[src/rtl/edge_event_arbiter_pkg.sv]
// Shared types and helpers for the edge event arbiter.
// Holds the grant FSM state encoding and the grant-index width derivation.
package edge_event_arbiter_pkg;

  typedef enum logic [1:0] {
    IDLE  = 2'd0,
    GRANT = 2'd1,
    COOL  = 2'd2
  } state_t;

  // Grant index width: at least one bit even for two channels.
  function automatic int idw_of(input int n);
    return (n > 2) ? $clog2(n) : 1;
  endfunction

endpackage

[src/rtl/edge_event_arbiter_if.sv]
// Valid/ready grant port between the arbiter (master) and its single consumer (slave).
interface edge_event_arbiter_if #(
  parameter int IDW = 2
);
  logic           grant_valid;
  logic [IDW-1:0] grant_id;
  logic           grant_ready;

  modport master (output grant_valid, output grant_id, input grant_ready);
  modport slave  (input grant_valid, input grant_id, output grant_ready);
endinterface

[src/rtl/edge_event_arbiter_rr_pick.sv]
// Combinational round-robin pick: first set pending bit at or above ptr, wrapping at N.
module edge_event_arbiter_rr_pick #(
  parameter int N   = 4,
  parameter int IDW = 2
) (
  input  logic [N-1:0]   pending,
  input  logic [IDW-1:0] ptr,
  output logic           found,
  output logic [IDW-1:0] index
);
  logic [2*N-1:0] rotated;
  logic [IDW:0]   sum;

  // Rotating a doubled copy puts channel ptr at bit 0, so the search is a plain priority scan.
  assign rotated = {pending, pending} >> ptr;

  always_comb begin
    // NOTE: every output gets a default before the loop so no path leaves it unassigned (no latch).
    found = 1'b0;
    index = '0;
    sum   = '0;
    for (int i = 0; i < N; i++) begin
      if (!found && rotated[i]) begin
        found = 1'b1;
        sum   = {1'b0, ptr} + (IDW + 1)'(i);
        if (sum >= (IDW + 1)'(N)) sum = sum - (IDW + 1)'(N);
        index = sum[IDW-1:0];
      end
    end
  end
endmodule

[src/rtl/edge_event_arbiter.sv]
// Captures rising edges on N level inputs as pending events and grants them one at a
// time to a single consumer, round-robin, with a GAP-cycle cool-down after each accept.
module edge_event_arbiter
  import edge_event_arbiter_pkg::*;
#(
  parameter int N   = 4,
  parameter int GAP = 2
) (
  input  logic                      clk,
  input  logic                      rst_n,
  input  logic [N-1:0]              entrada,
  input  logic                      ovf_clear,
  output logic [N-1:0]              pending,
  output logic [N-1:0]              overflow,
  edge_event_arbiter_if.master      gnt
);
  localparam int IDW = idw_of(N);
  localparam logic [3:0] COOL_LAST = (GAP > 0) ? 4'(GAP - 1) : 4'd0;

  state_t         state;
  logic [N-1:0]   prev;
  logic [N-1:0]   rise;
  logic [N-1:0]   accept_vec;
  logic [IDW-1:0] ptr;
  logic [IDW-1:0] grant_id_q;
  logic           grant_valid_q;
  logic [3:0]     cool_cnt;
  logic           accept;
  logic           found;
  logic [IDW-1:0] pick_idx;

  assign rise   = entrada & ~prev;
  assign accept = (state == GRANT) && gnt.grant_ready;

  always_comb begin
    accept_vec = '0;
    for (int i = 0; i < N; i++)
      accept_vec[i] = accept && (grant_id_q == IDW'(i));
  end

  edge_event_arbiter_rr_pick #(.N(N), .IDW(IDW)) u_rr_pick (
    .pending (pending),
    .ptr     (ptr),
    .found   (found),
    .index   (pick_idx)
  );

  // Event capture: a new edge beats the accept clear, and only a truly lost edge marks overflow.
  // NOTE: all state is reset asynchronously and updated with non-blocking assignments only.
  always_ff @(posedge clk or negedge rst_n) begin
    if (!rst_n) begin
      prev     <= '0;
      pending  <= '0;
      overflow <= '0;
    end else begin
      prev     <= entrada;
      pending  <= (pending & ~accept_vec) | rise;
      overflow <= (ovf_clear ? '0 : overflow) | (rise & pending & ~accept_vec);
    end
  end

  always_ff @(posedge clk or negedge rst_n) begin
    if (!rst_n) begin
      state         <= IDLE;
      grant_valid_q <= 1'b0;
      grant_id_q    <= '0;
      ptr           <= '0;
      cool_cnt      <= '0;
    end else begin
      case (state)
        IDLE: begin
          if (found) begin
            grant_id_q    <= pick_idx;
            grant_valid_q <= 1'b1;
            state         <= GRANT;
          end
        end
        GRANT: begin
          if (gnt.grant_ready) begin
            grant_valid_q <= 1'b0;
            ptr           <= (grant_id_q == IDW'(N - 1)) ? '0 : grant_id_q + 1'b1;
            cool_cnt      <= '0;
            state         <= (GAP > 0) ? COOL : IDLE;
          end
        end
        COOL: begin
          if (cool_cnt == COOL_LAST) state <= IDLE;
          else                       cool_cnt <= cool_cnt + 4'd1;
        end
        default: state <= IDLE;
      endcase
    end
  end

  assign gnt.grant_valid = grant_valid_q;
  assign gnt.grant_id    = grant_id_q;
endmodule

[src/flat_wrapper.sv]
// flat-port wrapper written by rule: the top's interface ports become plain ports
module edge_event_arbiter_flat import edge_event_arbiter_pkg::*;
#(
  parameter int N   = 4,
  parameter int GAP = 2
)
  (clk, rst_n, entrada, ovf_clear, pending, overflow, gnt_grant_valid, gnt_grant_id, gnt_grant_ready);
  edge_event_arbiter_if #(.IDW(2)) gnt_i ();
  input  logic clk;
  input  logic rst_n;
  input  logic [N-1:0] entrada;
  input  logic ovf_clear;
  output logic [N-1:0] pending;
  output logic [N-1:0] overflow;
  output wire logic [$bits(gnt_i.grant_valid)-1:0] gnt_grant_valid;
  output wire logic [$bits(gnt_i.grant_id)-1:0] gnt_grant_id;
  input wire logic [$bits(gnt_i.grant_ready)-1:0] gnt_grant_ready;
  assign gnt_grant_valid = gnt_i.grant_valid;
  assign gnt_grant_id = gnt_i.grant_id;
  assign gnt_i.grant_ready = gnt_grant_ready;
  edge_event_arbiter #(.N(N), .GAP(GAP)) u_core (.clk(clk), .rst_n(rst_n), .entrada(entrada), .ovf_clear(ovf_clear), .pending(pending), .overflow(overflow), .gnt(gnt_i));
endmodule
[config.mk]
export PLATFORM = sky130hd
export DESIGN_NAME = edge_event_arbiter_flat
export DESIGN_NICKNAME = d
export VERILOG_FILES = /design/src/rtl/edge_event_arbiter_pkg.sv /design/src/rtl/edge_event_arbiter_if.sv /design/src/rtl/edge_event_arbiter_rr_pick.sv /design/src/rtl/edge_event_arbiter.sv /design/src/flat_wrapper.sv
export SDC_FILE = /design/constraint.sdc
export NUM_CORES = 1
export LEC_CHECK = 0
export ABC_AREA = 1
export BUFFER_PORTS_ARGS = -buffer_cell sky130_fd_sc_hd__buf_4
export CORE_MARGIN = 1.5
export CORE_UTILIZATION = 57
export CTS_BUF_LIST = sky130_fd_sc_hd__clkbuf_8
export DETAILED_ROUTE_END_ITERATION = 8
export PLACE_DENSITY = 0.8
export SETUP_SLACK_MARGIN = 0.02
export SYNTH_ARGS = -nofsm -noshare
export SYNTH_HDL_FRONTEND = slang
export SYNTH_SLANG_ARGS = --single-unit
[constraint.sdc]
create_clock -name clk -period 1.7 [get_ports clk]
set_input_delay 0.085 -clock clk [delete_from_list [all_inputs] [get_ports clk]]
set_output_delay 0.085 -clock clk [all_outputs]
set_load 0.05 [all_outputs]
======== Word-level counts from Yosys, hierarchy flattened ========
Cells that the tools add are included.
storage, ports and cells
  bits in registers ....................... 23
  latch bits .............................. 0
  memory bits (writable) .................. 0
  bits in read-only memories .............. 0
  input bits .............................. 8
  output and inout bits ................... 11
  word-level logic and storage cells ...... 84
  memories ................................ 0
operators by class
  add/sub/neg operators ................... 9
  $mul .................................... 0
  divide/modulo/power cells ............... 0
  $lt $le $gt $ge ......................... 4
  equality and inequality tests ........... 10
  shifts and indexed selects .............. 1
  multiplexer cells ....................... 24
  bitwise operators ....................... 8
  reduce and logical (&&, ||, !) cells .... 20
operator list
  operator                                                   count
  2-to-1 mux 2 bit                                           12
  bitwise AND 4 bit                                          4
  2-to-1 mux 4 bit                                           3
  greater-or-equal comparator 3 bit (second input constant)  3
  AND reduction 3 bit                                        3
  logical AND 1 bit                                          8
  inverter 4 bit                                             2
  bitwise OR 4 bit                                           2
  case mux 4 bit (2 select lines)                            1
  right shift 8 x 2 -> 4 bit                                 1
  subtractor 2 x 1 -> 2 bit (second input constant)          4
  adder 2 x 2 -> 3 bit (second input constant)               2
  equality test 2 bit (second input constant)                3
  2-to-1 mux 1 bit                                           6
  case mux 2 bit (3 select lines)                            1
  adder 4 x 1 -> 4 bit (second input constant)               1
  equality test 2 x 1 -> 1 bit (second input constant)       2
  equality test 4 x 1 -> 1 bit (second input constant)       1
  logical NOT 2 bit                                          2
  inequality test 2 x 1 -> 1 bit (second input constant)     2
  inequality test 2 bit (second input constant)              2
  AND reduction 2 bit                                        2
  nonzero test 2 bit                                         2
  adder 2 x 1 -> 3 bit (second input constant)               1
  other kinds (4)                                            6

======== Logic depth before layout (Yosys ltp) ========
Gate-level depths: netlist (run 1).
  depth after elaboration ................. 13
  mapped depth ............................ 13
  mapped depth without buffers ............ 12

======== By module ========
Synthesis (run 1) repeated with hierarchy kept, for this count alone.
second synthesis, totals
  cells, all modules ...................... 170
  area, all modules ....................... 1,377.6 µm²
modules (own cells, without submodules)
  module                      times used  cells an instance  area an instance (µm²)  seq. area each (µm²)
  edge_event_arbiter          1           117                1,047.3                 575.6
  edge_event_arbiter_rr_pick  1           53                 330.3                   0.0

======== Worst setup path after synthesis (run 1) ========
No wires, ideal clock.
  path kind ............................... register to register
  start ................................... reg u_core.pending[2]
  end ..................................... reg u_core.grant_id_q[1], in the netlist u_core.gnt.grant_id[1]
  setup time .............................. 0.118 ns
  arrival ................................. 1.347 ns
  data required time ...................... 1.582 ns
  setup slack ............................. 0.235 ns
  stages on the path, launching flop included .. 12
  path buffers ............................ 0
  period minus slack after synthesis ...... 1.465 ns
  cell sequence ........................... dfrtp_1 > inv_1 > nand2_2 > nand3_1 > nand2_2 > nor2_1 > nand2_1 > nand2_1 > nor2_1 > nand2_1 > nand2_1 > nand2_1
between the ends
  longest elaborated chain between the ends .. 12
  elaborated cells between the ends (all ways) .. 16
  classes of those cells .................. shift (1); mux (8); reduce/logical (7)
RTL lines
  element                               line                              source
  start, declared                       edge_event_arbiter.sv:13          output logic [N-1:0] pending,
  start signal, assigned                edge_event_arbiter.sv:57          pending <= (pending & ~accept_vec) | rise;
  right shift 8 x 2 -> 4 bit (*)        edge_event_arbiter_rr_pick.sv:15  assign rotated = {pending, pending} >> ptr;
  2-to-1 mux 1 bit                      edge_event_arbiter_rr_pick.sv:23  if (!found && rotated[i]) begin
  logical NOT 1 bit                     edge_event_arbiter_rr_pick.sv:23
  logical AND 1 bit                     edge_event_arbiter_rr_pick.sv:23
  2-to-1 mux 1 bit                      edge_event_arbiter_rr_pick.sv:23
  logical NOT 1 bit                     edge_event_arbiter_rr_pick.sv:23
  logical AND 1 bit                     edge_event_arbiter_rr_pick.sv:23
  2-to-1 mux 1 bit                      edge_event_arbiter_rr_pick.sv:23
  logical NOT 1 bit                     edge_event_arbiter_rr_pick.sv:23
  logical AND 1 bit                     edge_event_arbiter_rr_pick.sv:23
  2-to-1 mux 1 bit                      edge_event_arbiter_rr_pick.sv:23
  AND reduction 2 bit (no source line)  n/a
  end signal, assigned                  edge_event_arbiter.sv:73          grant_id_q <= pick_idx;
  end, declared                         edge_event_arbiter.sv:25          logic [IDW-1:0] grant_id_q;
Every way passes the cells marked *; elsewhere a longest branch is shown, timed or not.
A chain may end at the register's enable or synchronous reset.

======== Worst setup path after layout (run 1) ========
  start ................................... reg u_core.ptr[0]
  end ..................................... reg u_core.grant_id_q[0], in the netlist u_core.gnt.grant_id[0]
between the ends
  longest elaborated chain between the ends .. 12
  elaborated cells between the ends (all ways) .. 31
  classes of those cells .................. add/sub (7); order compare (4); shift (1); mux (12); reduce/logical (7)
RTL lines
  element                               line                              source
  start, declared                       edge_event_arbiter.sv:24          logic [IDW-1:0] ptr;
  start signal, assigned                edge_event_arbiter.sv:81          ptr <= (grant_id_q == IDW'(N - 1)) ? '0 : grant_id_q + 1'b1;
  right shift 8 x 2 -> 4 bit            edge_event_arbiter_rr_pick.sv:15
  2-to-1 mux 1 bit                      edge_event_arbiter_rr_pick.sv:23
  logical NOT 1 bit                     edge_event_arbiter_rr_pick.sv:23
  logical AND 1 bit                     edge_event_arbiter_rr_pick.sv:23
  2-to-1 mux 1 bit                      edge_event_arbiter_rr_pick.sv:23
  logical NOT 1 bit                     edge_event_arbiter_rr_pick.sv:23
  logical AND 1 bit                     edge_event_arbiter_rr_pick.sv:23
  2-to-1 mux 1 bit                      edge_event_arbiter_rr_pick.sv:23
  logical NOT 1 bit                     edge_event_arbiter_rr_pick.sv:23
  logical AND 1 bit                     edge_event_arbiter_rr_pick.sv:23
  2-to-1 mux 1 bit                      edge_event_arbiter_rr_pick.sv:23
  AND reduction 2 bit (no source line)  n/a
Parallel ways exist; a longest one is shown, timed or not.

==> results of run 1 <==
-- where the power goes --
part           total [mW]  switching, mW  internal (mW)
combinational        1.51           1.04          0.475
sequential          0.939          0.214          0.725
clock               0.331          0.170          0.162
total                2.78           1.42           1.36
-- Yosys cell counts, types with 2 or more instances --
| library cell | count |
|---|---|
| nand3_1 | 11 |
| o22ai_1 | 3 |
| o31ai_1 | 2 |
| nor2_1 | 5 |
| inv_2 | 3 |
| o32ai_1 | 2 |
| inv_1 | 26 |
| dfrtp_1 | 23 |
| nand2_2 | 8 |
| o21ai_0 | 7 |
| ha_1 | 6 |
| xor2_1 | 2 |
| nand2_1 | 37 |
| nand4_1 | 3 |
-- worst paths after layout --
check | startpoint | end | slack [ns] | depth (start not counted)
min in group asynchronous | rst_n | u_core.prev[0] | 0.27 | 2
max | u_core.ptr[0] | u_core.gnt.grant_id[0] | 0.26 | 9
max reg2reg | u_core.ptr[0] | u_core.gnt.grant_id[0] | 0.26 | 9
min | ovf_clear | u_core.overflow[0] | 0.02 | 2
max in group asynchronous | rst_n | u_core.gnt.grant_id[1] | 1.21 | 2
min reg2reg | u_core.prev[1] | u_core.pending[1] | 0.47 | 1
-- per-layer routing --
layer,GRT usage,vias up
met3,0.0370,5
met1,0.314,478
met2,0.395,33
met4,0.100,0
li1,-,507
met5,0,-
-- stage by stage --
| step | worst slack [ns] | utilization | std cells | total power, mW |
|---|---|---|---|---|
| floorplan | 0.235 | - | 144 | 2.05 |
| global placement | 0.293 | 0.689 | 188 | 2.36 |
| detailed placement | 0.284 | 0.689 | 188 | 2.42 |
| CTS | 0.266 | 0.742 | 198 | 2.78 |
| global route | 0.0977 | 0.742 | 198 | 3.01 |
| finish | 0.262 | 0.742 | 198 | 2.78 |
-- worst max-delay path: stages (launching register included) --
cell	delay, ns
dfrtp_1	0.54
nand2_1	0.12
nand3_1	0.14
nand2_2	0.09
inv_1	0.09
nand4_1	0.09
nand2_2	0.12
inv_2	0.05
nand3_1	0.06
nand2_1	0.05
-- final cells by class --
type | count | area, um^2
fillers | 149 | 505
clock inverters | 1 | 3.75
repair buffers | 24 | 195
inverters | 30 | 118
multi-input cells | 90 | 489
clock buffers | 3 | 41.3
well taps | 27 | 33.8
flip-flops and latches | 23 | 576
-- logic make-up (layout without fill, tap and decap cells) --
logic type,count (synthesis),after routing
adder cells (fa/ha/maj),6,6
AO/OA/AOI/OAI,16,16
flip-flops,23,23
AND/OR/NAND/NOR,66,66
buffers and inverters,31,58
XOR/XNOR,2,2
-- state kept, by name (all words and copies together) (netlist names) --
signal                  cells
u_core.overflow             4
u_core.gnt.grant_id         2
u_core.pending              4
u_core.state                2
u_core.ptr                  2
u_core.prev                 4
u_core.cool_cnt             4
u_core.gnt.grant_valid      1
==> results by group, run 1 <==
STA
  • Slew HR: 0.784
  • Final number of max-transition violations: 0
  • Final setup viols: 0
  • Period utilisation layout: 0.846
  • Max Clock Skew: 0.00156 ns
  • Setup TNS: 0 ns
  • RSZ-0062 raised after global routing: no
  • Slew @ Worst Pin: 0.324 ns
  • Max Fclk: around 700 MHz
  • Final Hold Slack: 0.0229 ns
  • Tmin final: 1.44 ns
  • Hold Violations, Final: 0

Status
  • Status: complete, no violations

Die
  • Die Y: 48.8 um
  • Area of the die: 2380 um^2
  • Initial Util: 0.608
  • Die Wd: 48.8 um
  • Site row count: 16
  • Core area: ~2000 um^2
  • I/O Pins: 19

Yosys
  • Yosys cell types: 20
  • Synthesized instance count: 144
  • Post-synth top flop: dfrtp_1
  • Mapped Nets: 158
  • Largest family of logic cells by synthesized area: simple AND/OR/NAND/NOR gates
  • Most area-hungry cell type in the Yosys netlist: dfrtp_1
  • Yosys warning total: 0
  • Mux cell area share after synthesis: 0
  • Synth Area in Simple Gates: 0.249
  • EDFF count, synth: 0
  • Share of the synthesized area in the top cell type: 0.482
  • Sequential area share after synthesis: 0.482
  • Mapped cell area: ~1200 um^2
  • Synthesized area per cell: 8.29 um^2
  • Synth area leaders: dfrtp_1 48%, nand2_1 12%, inv_1 8.2%
  • Post-Synth Adder-Cell Area: 0.0629
  • Share of synthesized registers carrying an async set or reset: 1.00
  • Synth Area in Compound Gates: 0.0828
  • FF+latch count, synth: 23
  • Post-Synth XOR/XNOR Area: 0.0147

Clock tree
  • H-tree Lvls: 1
  • Clock Pin Slew Worst Setup and Hold Paths: 0.08 ns
  • Clock latency on the worst-skew pair: 0.27 ns
  • Setup bufs post-CTS: 0
  • CTS tree: done
  • Post-CTS sizing: 0
  • CTS buffer count: 3
  • CTS Buffer Depth: 2
  • Clk sink count: 23
  • Root Buffer: clkbuf_8
  • Hold Buf Count CTS: 6

Finish
  • Ant. Diodes: 0
  • Commonest cells after routing, fill and taps aside: 37 x nand2_1, 27 x inv_1, 23 x dfrtp_1
  • Synthesis-to-finish area growth: 22.0%
  • Commonest non-fill, non-tap cell in the layout: nand2_1
  • Share of cells above drive strength 1: 0.205
  • Nets: 186
  • Final Cell Area: roughly 1500 um^2

GRT
  • Vias in the first global route: 952
  • All-layer global routing usage: 0.239
  • First-pass GRT wire length: 4290 um
  • Overflow after GRT: 0
  • Initial antenna violation count: 0
  • Largest net degree at the start of global routing: 24

Place
  • Detailed Place HPWL: 1730 um
  • GP Congestion: 0.827
  • I/O Buffers: 18
  • Placement Cell Area: 1350 um^2

Detailed routing
  • Remaining DRCs: 0
  • Routed vias: 1023
  • Met3 WL: 114 um
  • DR WL/cell: 12.3 um
  • Met2 wire len: ~1200 um
  • Met1 Routed Length: 1050 um
  • Post-route antenna net violation count: 0
  • Vias/cell: just over 5
  • Highest metal used: met4
  • DR iter-0 viols: slightly above 40
  • Post-Route WL: about 2400 um
  • Drt pass-1 iters: 4

Worst hold path
  • Hold WC Path Type: input port to register

Run
  • Max Cap Viol: 0

Setup path
  • Worst Setup End Kind: register
  • CP Class: register to register
  • Worst setup SP type: register
  • Critical path required time: 1.86 ns
  • Critical path fanouts, max: 8
  • Critical path arrival: 1.60 ns

Pwr
  • Pleak: 0.795 nW
  • P per Cell Area: ~1900 nW/um^2
  • VDD IR-drop max: 0.00139 V
No activity file was read; power rests on OpenSTA's default activity.
==> inputs of run 2 (changes only) <==
==> constraint.sdc (replaced) <==
create_clock -name clk -period 1.35 [get_ports clk]
set_input_delay 0.0675 -clock clk [delete_from_list [all_inputs] [get_ports clk]]
set_output_delay 0.0675 -clock clk [all_outputs]
set_load 0.05 [all_outputs]
==> results by group, run 2 (synthesis gave the netlist of run 1 again) <==
Status
  • Status: finished with violations
  • Failing checks: setup timing

Detailed routing
  • Post-Route WL: 2870 um (+17%)
  • DR iter-0 viols: 23 (-44%)
  • DR WL/cell: 13.9 um (+12%)
  • Remaining DRCs: 0 (unchanged)
  • Vias/cell: 5.21 (+0.89%)
  • Post-route antenna net violation count: 0 (unchanged)
  • Routed vias: 1079 (+5.5%)
  • Drt pass-1 iters: 4 (unchanged)

Finish
  • Nets: 195 (+4.8%)
  • Commonest cells after routing, fill and taps aside: 30 x nand2_1, 27 x buf_4, 24 x inv_1
  • Ant. Diodes: 0 (unchanged)
  • Synthesis-to-finish area growth: 34.5%
  • Commonest non-fill, non-tap cell in the layout: nand2_1
  • Share of cells above drive strength 1: 0.367 (+0.162)
  • Util after Layout: 0.818 (+0.0759)
  • Non-filler cells, final: 207 (+4.5%)

STA
  • Hold Violations, Final: 0 (unchanged)
  • Period utilisation layout: 1.09 (+0.241)
  • Slew HR: 0.804 (+0.0205)
  • Setup ws final: -0.117 ns (-0.379 ns)
  • Tmin final: 1.47 ns (+0.0288 ns)
  • Max Clock Skew: 0.00574 ns (+0.00418 ns)
  • Final number of max-transition violations: 0 (unchanged)
  • Final setup viols: 2 (+2)
  • Final Hold Slack: 0.00419 ns (-0.0187 ns)
  • Slew @ Worst Pin: 0.293 ns (-0.0308 ns)
  • RSZ-0062 raised after global routing: yes
  • Max Fclk: 682 MHz (-2.0%)

Pwr
  • Pleak: 0.849 nW (+6.7%)
  • Logic pwr share: 0.595 (+0.052)
  • Sw frac: 0.508 (-0.00249)
  • VDD IR-drop max: 0.00175 V (+26%)
  • Clk network pwr share: 0.108 (-0.011)
  • Switch Pwr: 2.06 mW (+45%)
  • Reg power frac: 0.297 (-0.040)
  • P per Cell Area: 2520 nW/um^2 (+32%)
  • Int Power: 1.99 mW (+46%)

Place
  • I/O Buffers: 18 (unchanged)
  • Placement Setup Slack: -0.0544 ns (-0.338 ns)
  • Detailed Place HPWL: 1840 um (+6.3%)
  • GP Congestion: 0.800 (-3.2%)
  • Dpl cells: 189 (+0.53%)

GRT
  • Overflow after GRT: 0 (unchanged)
  • Largest net degree at the start of global routing: 24 (unchanged)
  • All-layer global routing usage: 0.243 (+0.00384)
  • Initial antenna violation count: 0 (unchanged)
  • Vias in the first global route: 1063 (+12%)
  • First-pass GRT wire length: 4520 um (+5.3%)

Setup path
  • R2r endpoint: u_core.gnt.grant_id[1]
  • R2R depth: 10 (+1)
  • Worst setup SP type: register
  • Reg2reg start: u_core.ptr[0]
  • Critical path fanouts, max: 6 (-2)
  • Reg2Reg Setup Slack: -0.12 ns (-0.38 ns)
  • Critical path required time: 1.55 ns (-0.31 ns)
  • Critical path arrival: 1.67 ns (+0.07 ns)
  • Worst Setup End Kind: register
  • CP Class: register to register

Die
  • Area of the die: 2380 um^2 (unchanged)
  • Site row count: 16 (unchanged)
  • Die Wd: 48.8 um (unchanged)
  • Die Y: 48.8 um (unchanged)
  • Core area: 1960 um^2 (unchanged)
  • I/O Pins: 19 (unchanged)
  • Initial Util: 0.608 (unchanged)

Worst hold path
  • Hold Path End: u_core.overflow[0]
  • Worst hold stages: 2 (unchanged)
  • Hold_sp: ovf_clear
  • Hold WC Path Type: input port to register

Clock tree
  • Clk sink count: 23 (unchanged)
  • Clock latency on the worst-skew pair: 0.27 ns (about the same)
  • Root Buffer: clkbuf_8
  • Clock Pin Slew Worst Setup and Hold Paths: 0.09 ns (about the same)
  • H-tree Lvls: 1 (unchanged)
  • CTS tree: done
  • CTS Buffer Depth: 2 (unchanged)
  • CTS buffer count: 3 (unchanged)

Run
  • Max Cap Viol: 0 (unchanged)
-- run 2: cell types whose count changed in the layout (fill, tap and decap cells not counted), moves of 2 or more --
cell,before,now
dfrtp_2,0,8
inv_2,3,5
nand3_1,11,9
nand2_1,37,30
nand2_4,0,6
buf_4,18,27
nand3_2,1,3
inv_1,27,24
dfrtp_1,23,15
-- run 2: metal layers --
layer / routed length (um) / GRT usage / up-vias
li1: - / - / 529
met1: 1250 / 0.318 / 521
met2: 1490 / 0.416 / 25
met3: 97 / 0.0401 / 4
met4: 33 / 0.0714 / 0
met5: 0 / 0 / -
-- run 2: critical path, stage by stage, from the launching register on --
cell,delay [ns]
dfrtp_2,0.45
clkinv_4,0.11
nand2_2,0.08
nand3_1,0.11
nand2_4,0.12
inv_2,0.05
nor2_2,0.12
nand4_1,0.12
nand2_1,0.09
nand2_1,0.08
nand2_1,0.08
-- run 2: metrics by stage --
step                      TNS [ns]  power, mW  cell area [um^2]
after floorplan                  0       2.60              1200
after global placement           0       2.99              1370
after detailed placement    -0.105       3.11              1370
after CTS                 -0.00560       3.77              1530
after global routing        -0.528       4.32              1610
final                       -0.169       4.05              1610
-- run 2: final cells by class --
| cell class | count | area [um^2] |
|---|---|---|
| clock inverters | 1 | 7.51 |
| fillers | 129 | 357 |
| repair buffers | 33 | 263 |
| multi-input cells | 90 | 557 |
| flip-flops and latches | 23 | 586 |
| well taps | 27 | 33.8 |
| clock buffers | 3 | 41.3 |
| inverters | 30 | 118 |
-- run 2: how the worst max path moves through the flow --
stage                                 start                      to  slack, ns
after global placement        u_core.ptr[0]  u_core.gnt.grant_id[0]      0.008
after CTS                     u_core.ptr[0]  u_core.gnt.grant_id[0]     -0.006
after detailed placement      u_core.ptr[0]  u_core.gnt.grant_id[0]      -0.05
final                         u_core.ptr[0]  u_core.gnt.grant_id[1]      -0.12
after global routing          u_core.ptr[0]  u_core.gnt.grant_id[1]      -0.20
after floorplan           u_core.pending[3]  u_core.gnt.grant_id[0]       0.03
-- run 2: power by group through the flow --
stage	Clock [mW]	Combinational, mW	Sequential [mW]
floorplan	0	1.07	1.53
global placement	0	1.82	1.17
detailed placement	0	1.92	1.19
CTS	0.450	2.13	1.19
global route	0.472	2.62	1.23
finish	0.438	2.41	1.20
-- run 2: repair_timing --
| item | CTS | global route |
|---|---|---|
| pin swaps | 4 | 4 |
| gates resized for setup | 10 | 12 |
| endpoints found under the setup margin | 4 | 8 |
| hold endpoints to repair | 28 | 0 |
| buffers inserted | 4 | 4 |
| hold buffers | 6 | 0 |
